$ cat config.mk
export PLATFORM = sky130hd
export DESIGN_NAME = step_counter
export DESIGN_NICKNAME = d
export VERILOG_FILES = /design/src/rtl/step_counter.sv
export SDC_FILE = /design/constraint.sdc
export NUM_CORES = 1
export LEC_CHECK = 0
export ABC_CLOCK_PERIOD_IN_PS = 5800
export BUFFER_PORTS_ARGS = -buffer_cell sky130_fd_sc_hd__buf_2
export CAP_MARGIN = 40
export CORE_MARGIN = 2
export CORE_UTILIZATION = 45
export DETAILED_ROUTE_END_ITERATION = 6
export PLACE_DENSITY = 0.65
export SLEW_MARGIN = 20
export SYNTH_ARGS = -nofsm -noshare
export SYNTH_HDL_FRONTEND = slang
export SYNTH_SLANG_ARGS = --single-unit
export TNS_END_PERCENT = 5
$ cat constraint.sdc
create_clock -name i_clk -period 5.8 [get_ports i_clk]
set_input_delay 1.45 -clock i_clk [delete_from_list [all_inputs] [get_ports i_clk]]
set_output_delay 1.45 -clock i_clk [all_outputs]
set_load 0.005 [all_outputs]
$ cat src/rtl/step_counter.sv
// Load/step counter used to sequence the exponent-align and normalise shift loops of an FP adder.
// A run loads a start value and steps toward a limit; done pulses once when the limit is reached.
module step_counter #(
  parameter int WIDTH       = 8,
  parameter int STEP_W      = 4,
  parameter int SAT         = 1,
  parameter int AUTO_RELOAD = 0
) (
  input  logic              i_clk,
  input  logic              i_rst,
  input  logic [WIDTH-1:0]  i_n,
  input  logic [WIDTH-1:0]  i_lim,
  input  logic              i_dir,
  input  logic              i_ld,
  input  logic              i_cen,
  input  logic [STEP_W-1:0] i_step,
  output logic [WIDTH-1:0]  o_count,
  output logic              o_complete,
  output logic              o_done,
  output logic              o_busy,
  output logic              o_wrapped,
  output logic [1:0]        o_state
);

  // Control inputs are level qualifiers sampled at every posedge (no ready):
  // priority is i_rst > i_ld > i_cen, and i_step is used live each enabled cycle.
  typedef enum logic [1:0] {
    S_IDLE = 2'd0,
    S_RUN  = 2'd1,
    S_DONE = 2'd2
  } state_t;

  localparam logic [WIDTH-1:0] ALL_ONES = '1;

  state_t           r_state;
  logic [WIDTH-1:0] r_count;
  logic [WIDTH-1:0] r_n_q;
  logic [WIDTH-1:0] r_lim_q;
  logic             r_dir_q;
  logic             r_done;
  logic             r_wrapped;

  state_t           w_state_nxt;
  logic [WIDTH-1:0] w_count_nxt;
  logic             w_wrapped_nxt;
  logic             w_done_nxt;
  logic             w_hit;
  logic             w_load;

  logic [WIDTH-1:0] w_step_ext;
  logic [WIDTH:0]   w_sum;
  logic             w_ovf;
  logic [WIDTH-1:0] w_upd;
  logic             w_term_upd;
  logic             w_term_nq;
  logic             w_term_ld;
  logic             w_term_cur;

  assign w_step_ext = {{(WIDTH-STEP_W){1'b0}}, i_step};
  assign w_sum      = r_dir_q ? ({1'b0, r_count} + {1'b0, w_step_ext})
                              : ({1'b0, r_count} - {1'b0, w_step_ext});
  // Bit WIDTH is the carry when counting up and the borrow when counting down.
  assign w_ovf      = w_sum[WIDTH];

  always_comb begin
    w_upd = w_sum[WIDTH-1:0];
    if (w_ovf && (SAT != 0)) begin
      w_upd = r_dir_q ? ALL_ONES : '0;
    end
  end

  assign w_term_upd = r_dir_q ? (w_upd >= r_lim_q)   : (w_upd <= r_lim_q);
  assign w_term_nq  = r_dir_q ? (r_n_q >= r_lim_q)   : (r_n_q <= r_lim_q);
  assign w_term_ld  = i_dir   ? (i_n >= i_lim)       : (i_n <= i_lim);
  assign w_term_cur = r_dir_q ? (r_count >= r_lim_q) : (r_count <= r_lim_q);

  always_comb begin
    w_state_nxt   = r_state;
    w_count_nxt   = r_count;
    w_wrapped_nxt = r_wrapped;
    w_hit         = 1'b0;
    w_load        = 1'b0;
    if (i_ld) begin
      w_load        = 1'b1;
      w_count_nxt   = i_n;
      w_wrapped_nxt = 1'b0;
      if (w_term_ld) begin
        w_state_nxt = S_DONE;
        w_hit       = 1'b1;
      end else begin
        w_state_nxt = S_RUN;
      end
    end else begin
      case (r_state)
        S_RUN: begin
          if (i_cen && (i_step != '0)) begin
            w_count_nxt = w_upd;
            if (w_ovf && (SAT == 0)) begin
              w_wrapped_nxt = 1'b1;
            end
            if (w_term_upd) begin
              w_state_nxt = S_DONE;
              w_hit       = 1'b1;
            end
          end
        end
        S_DONE: begin
          if ((AUTO_RELOAD != 0) && i_cen) begin
            w_count_nxt   = r_n_q;
            w_wrapped_nxt = 1'b0;
            if (w_term_nq) begin
              w_hit = 1'b1;
            end else begin
              w_state_nxt = S_RUN;
            end
          end
        end
        default: ;
      endcase
    end
    // Back-to-back terminal events (e.g. repeated reloads of a terminal start) pulse at most every other cycle.
    w_done_nxt = w_hit & ~r_done;
  end

  always_ff @(posedge i_clk) begin
    if (i_rst) begin
      r_state   <= S_IDLE;
      r_count   <= '0;
      r_n_q     <= '0;
      r_lim_q   <= '0;
      r_dir_q   <= 1'b0;
      r_done    <= 1'b0;
      r_wrapped <= 1'b0;
    end else begin
      r_state   <= w_state_nxt;
      r_count   <= w_count_nxt;
      r_done    <= w_done_nxt;
      r_wrapped <= w_wrapped_nxt;
      if (w_load) begin
        r_n_q   <= i_n;
        r_lim_q <= i_lim;
        r_dir_q <= i_dir;
      end
    end
  end

  assign o_count    = r_count;
  assign o_complete = w_term_cur;
  assign o_done     = r_done;
  assign o_busy     = (r_state == S_RUN);
  assign o_wrapped  = r_wrapped;
  assign o_state    = r_state;

endmodule
==> summary.txt <==
Synth
  • Register area share after synthesis: 0.2020
  • Area fraction of the dominant cell type after synthesis: 0.2146
  • Post-synthesis adder-cell area fraction: 0.2247
  • Flip-flop and latch count after synthesis: 20
  • Synth Net Count: 308
  • XOR/XNOR Fraction of Synth Area: 0.03914
  • Main combinational cell family by area after synthesis: compound AO/OA/AOI/OAI gates
  • Synth warn: 0
  • Mux share of post-synthesis cell area: 0.05682
  • Compound-Gate Fraction of Synth Area: 0.2298
  • Synth cell types: 38
  • Synth area leaders: ha_1 21%, dfxtp_1 20%, nor2_1 6.4%, a21oi_1 6.3%, a211oi_2 5.1%
  • Synth Cell Area: 1982 um2
  • Avg Cell Area, Syn: roughly 8 um2
  • Post-Synth Simple-Gate Area: 0.1881
  • Post-Synthesis Cells: 248
  • Leading area contributor after synthesis: ha_1

Worst setup path
  • CP endpoint: o_state[0]$_SDFFE_PP0P_
  • Critical path capture point type: register
  • Crit path max-delay cell type: or3_1
  • R2R Path End: o_state[0]$_SDFFE_PP0P_
  • Worst path cell trace: buf_2 > nor3_1 > ha_1 > mux2_2 > ha_1 > o211ai_1 > o21ai_2 > o31ai_4 > xor2_2 > nand2_1 > nand2_1 > ha_1 > nor2b_1 > o211ai_1 > a21oi_1 > or3_1 > nand4_1 > a21oi_1
  • Setup crit start kind: input pin
  • Reg2reg start: r_dir_q$_SDFFE_PP0P_
  • Max incr delay on CP: 0.36 ns
  • CP Launch Point: i_step[2]
  • Worst path arrival time: 5.09 ns
  • FF-to-FF path depth: 15
  • Crit-path most repeated cell: ha_1
  • R2R Setup Slk: roughly 1.7 ns
  • Largest fanout of any net on the critical path: 8
  • Req. time, crit path: around 5.9 ns
  • CP Class: in -> reg

CTS
  • H-tree depth reported by CTS: 1
  • Clk root buf: clkbuf_8
  • Post-CTS Setup Inserts: 0
  • CTS buffer count: 3
  • Clk Latency, worst-skew pair: 0.26 ns
  • Clock transition at path regs: 0.08 ns
  • CTS tree: built
  • Clk sink count: 20
  • Post-CTS Resized: 0
  • Max Root-Sink Buffers: 2
  • Hold_buf cts: 0

Power
  • Pwr/cell area: 230.3 nW/um2
  • Peak supply drop: 0.0001200 V
  • Total Power: 0.5178 mW
  • Leakage: 1.091 nW

Routing
  • DR vias/cell: about 5.4
  • Metal2 WL: 2126 um
  • Wire length per cell: 14.19 um
  • Initial drt markers: 80
  • Metal3 WL: 131 um
  • ANT nets after route: 0
  • Final WL: 4712 um
  • Pre-antenna DRT Iters: 4
  • Top routing layer in use: met4
  • Met1 Wirelength: 2398 um
  • # DRC: 0
  • Vias: 1799

Placed design
  • Setup Slack @ Placement: 0.5599 ns
  • DPL Wire Length: 3765 um
  • Routability cong.: 0.8241
  • IO buf count: 37

Die
  • FP Rows: 24
  • Die height: 70.37 um
  • Die X: 70.37 um
  • I/O pin count: 39
  • Die area: 4951 um2
  • Starting Density: 0.4615
  • Core area: roughly 4300 um2

Layout
  • Most frequent cells in the layout: 37 x buf_2, 34 x nor2_1, 34 x ha_1
  • FF/Latch Area: 400.4 um2
  • Area growth syn-to-layout: 13.45%
  • Layout cells sized above 1: 0.2036
  • # diodes: 0
  • Fillers: 431
  • Most common cell after layout, fill and taps aside: buf_2
  • Nets: between 300 and 400
  • Area of the multi-input gates: roughly 1500 um2

STA
  • # setup viols final: 0
  • Hold_ws: 0.4227 ns
  • Total negative slack: 0 ns
  • RSZ-0062 raised after global routing: no
  • Final Hold Viols: 0
  • Min Clock Period, post-route: 4.962 ns
  • Fin crit share: 0.8556
  • Final setup margin: 0.8378 ns
  • Worst Tran Pin Value: 0.6139 ns
  • Fmax: between 200 and 250 MHz
  • Final max-slew violation count: 0
  • Slew HR: 0.5908
  • Worst Skew: a little under 0.004 ns

Flow run
  • Max-cap violations: 0

Status
  • Outcome: completed

GRT
  • Initial antenna violation count: 0
  • Largest net degree at the start of global routing: 32
  • Number of global-route vias before repair: between 1500 and 2000
  • First-pass GRT wire length: 8148 um
  • Gr ovfl total: 0
  • Gr usage total: 0.2032

Min path
  • Hold Path Class: reg -> reg
-- cell type report --
type                       instances  area share
multi-input combinational        199      0.6528
sequential                        20      0.1781
timing repair buffer              37     0.08236
inverter                          20     0.03339
tap                               52     0.02894
clock buffer                       4     0.02449
-- synthesized netlist by cell type (all sizes together) --
| library cell | n |
|---|---|
| o311ai | 1 |
| nor2 | 34 |
| clkbuf | 7 |
| nor2b | 3 |
| o211ai | 3 |
| xnor2 | 4 |
| a21o | 2 |
| a21oi | 25 |
| mux2 | 2 |
| a211o | 1 |
| mux2i | 9 |
| and2 | 1 |
| a211oi | 11 |
| o31ai | 3 |
| conb | 1 |
| nor4 | 2 |
| nand2b | 3 |
| o21bai | 2 |
| o21ai | 15 |
| fa | 1 |
| inv | 20 |
| and3b | 2 |
| dfxtp | 20 |
| nor3 | 5 |
| nand2 | 20 |
| xor2 | 4 |
| or2 | 1 |
| or3 | 1 |
| nor3b | 2 |
| buf | 2 |
| ha | 34 |
| nand4 | 7 |
-- worst max-delay path, delay by kind of cell --
| kind | cells | cell delay (ns) |
|---|---|---|
| AO/OA/AOI/OAI | 6 | 0.94 |
| XOR/XNOR | 1 | 0.35 |
| adder cells (fa/ha/maj) | 3 | 0.85 |
| buffers and inverters | 1 | 0.12 |
| multiplexers | 1 | 0.26 |
| AND/OR/NAND/NOR | 6 | 1.13 |
-- cells by family (layout without fill, tap and decap cells) --
group | after synthesis | in the layout
buf+inv | 29 | 61
mux | 11 | 11
compound gates | 63 | 63
simple gates | 81 | 81
other cells | 1 | 1
fa+ha+maj | 35 | 35
flops | 20 | 20
xor+xnor | 8 | 8
-- sequential cells by signal, summed over array words and instances (netlist names) --
register and flops:
o_count 8, o_done 1, o_state 2, r_dir_q 1, r_lim_q 8
-- through the flow --
step,instance area (um2),instances,utilization
6_report,2248,332,0.5236
5_1_grt,2248,332,0.5236
4_1_cts,2248,332,0.5236
3_5_place_dp,2193,328,0.5108
3_3_place_gp,2193,328,0.5108
2_1_floorplan,1982,248,-
-- how the worst min path moves through the flow --
stage	depth (start not counted)	from	slack (ns)	end
2_1_floorplan	1	o_done$_SDFF_PP0_	0.42	o_done$_SDFF_PP0_
3_3_place_gp	1	o_done$_SDFF_PP0_	0.40	o_done$_SDFF_PP0_
3_5_place_dp	1	o_done$_SDFF_PP0_	0.41	o_done$_SDFF_PP0_
4_1_cts	1	o_done$_SDFF_PP0_	0.42	o_done$_SDFF_PP0_
5_1_grt	1	o_done$_SDFF_PP0_	0.44	o_done$_SDFF_PP0_
6_report	1	o_done$_SDFF_PP0_	0.42	o_done$_SDFF_PP0_
-- power by group --
group | internal (mW) | leakage (nW) | total [mW] | switching (mW)
clock network | 0.0605 | 0.0288 | 0.109 | 0.0486
logic | 0.107 | 0.897 | 0.248 | 0.142
registers | 0.149 | 0.165 | 0.160 | 0.0119
-- per-layer routing --
metal | global-route usage | up-vias
met2 | 0.3365 | 35
li1 | - | 938
met5 | 0 | -
met4 | 0.05342 | 0
met1 | 0.2818 | 819
met3 | 0.01876 | 7
No activity file was read; power rests on OpenSTA's default activity.
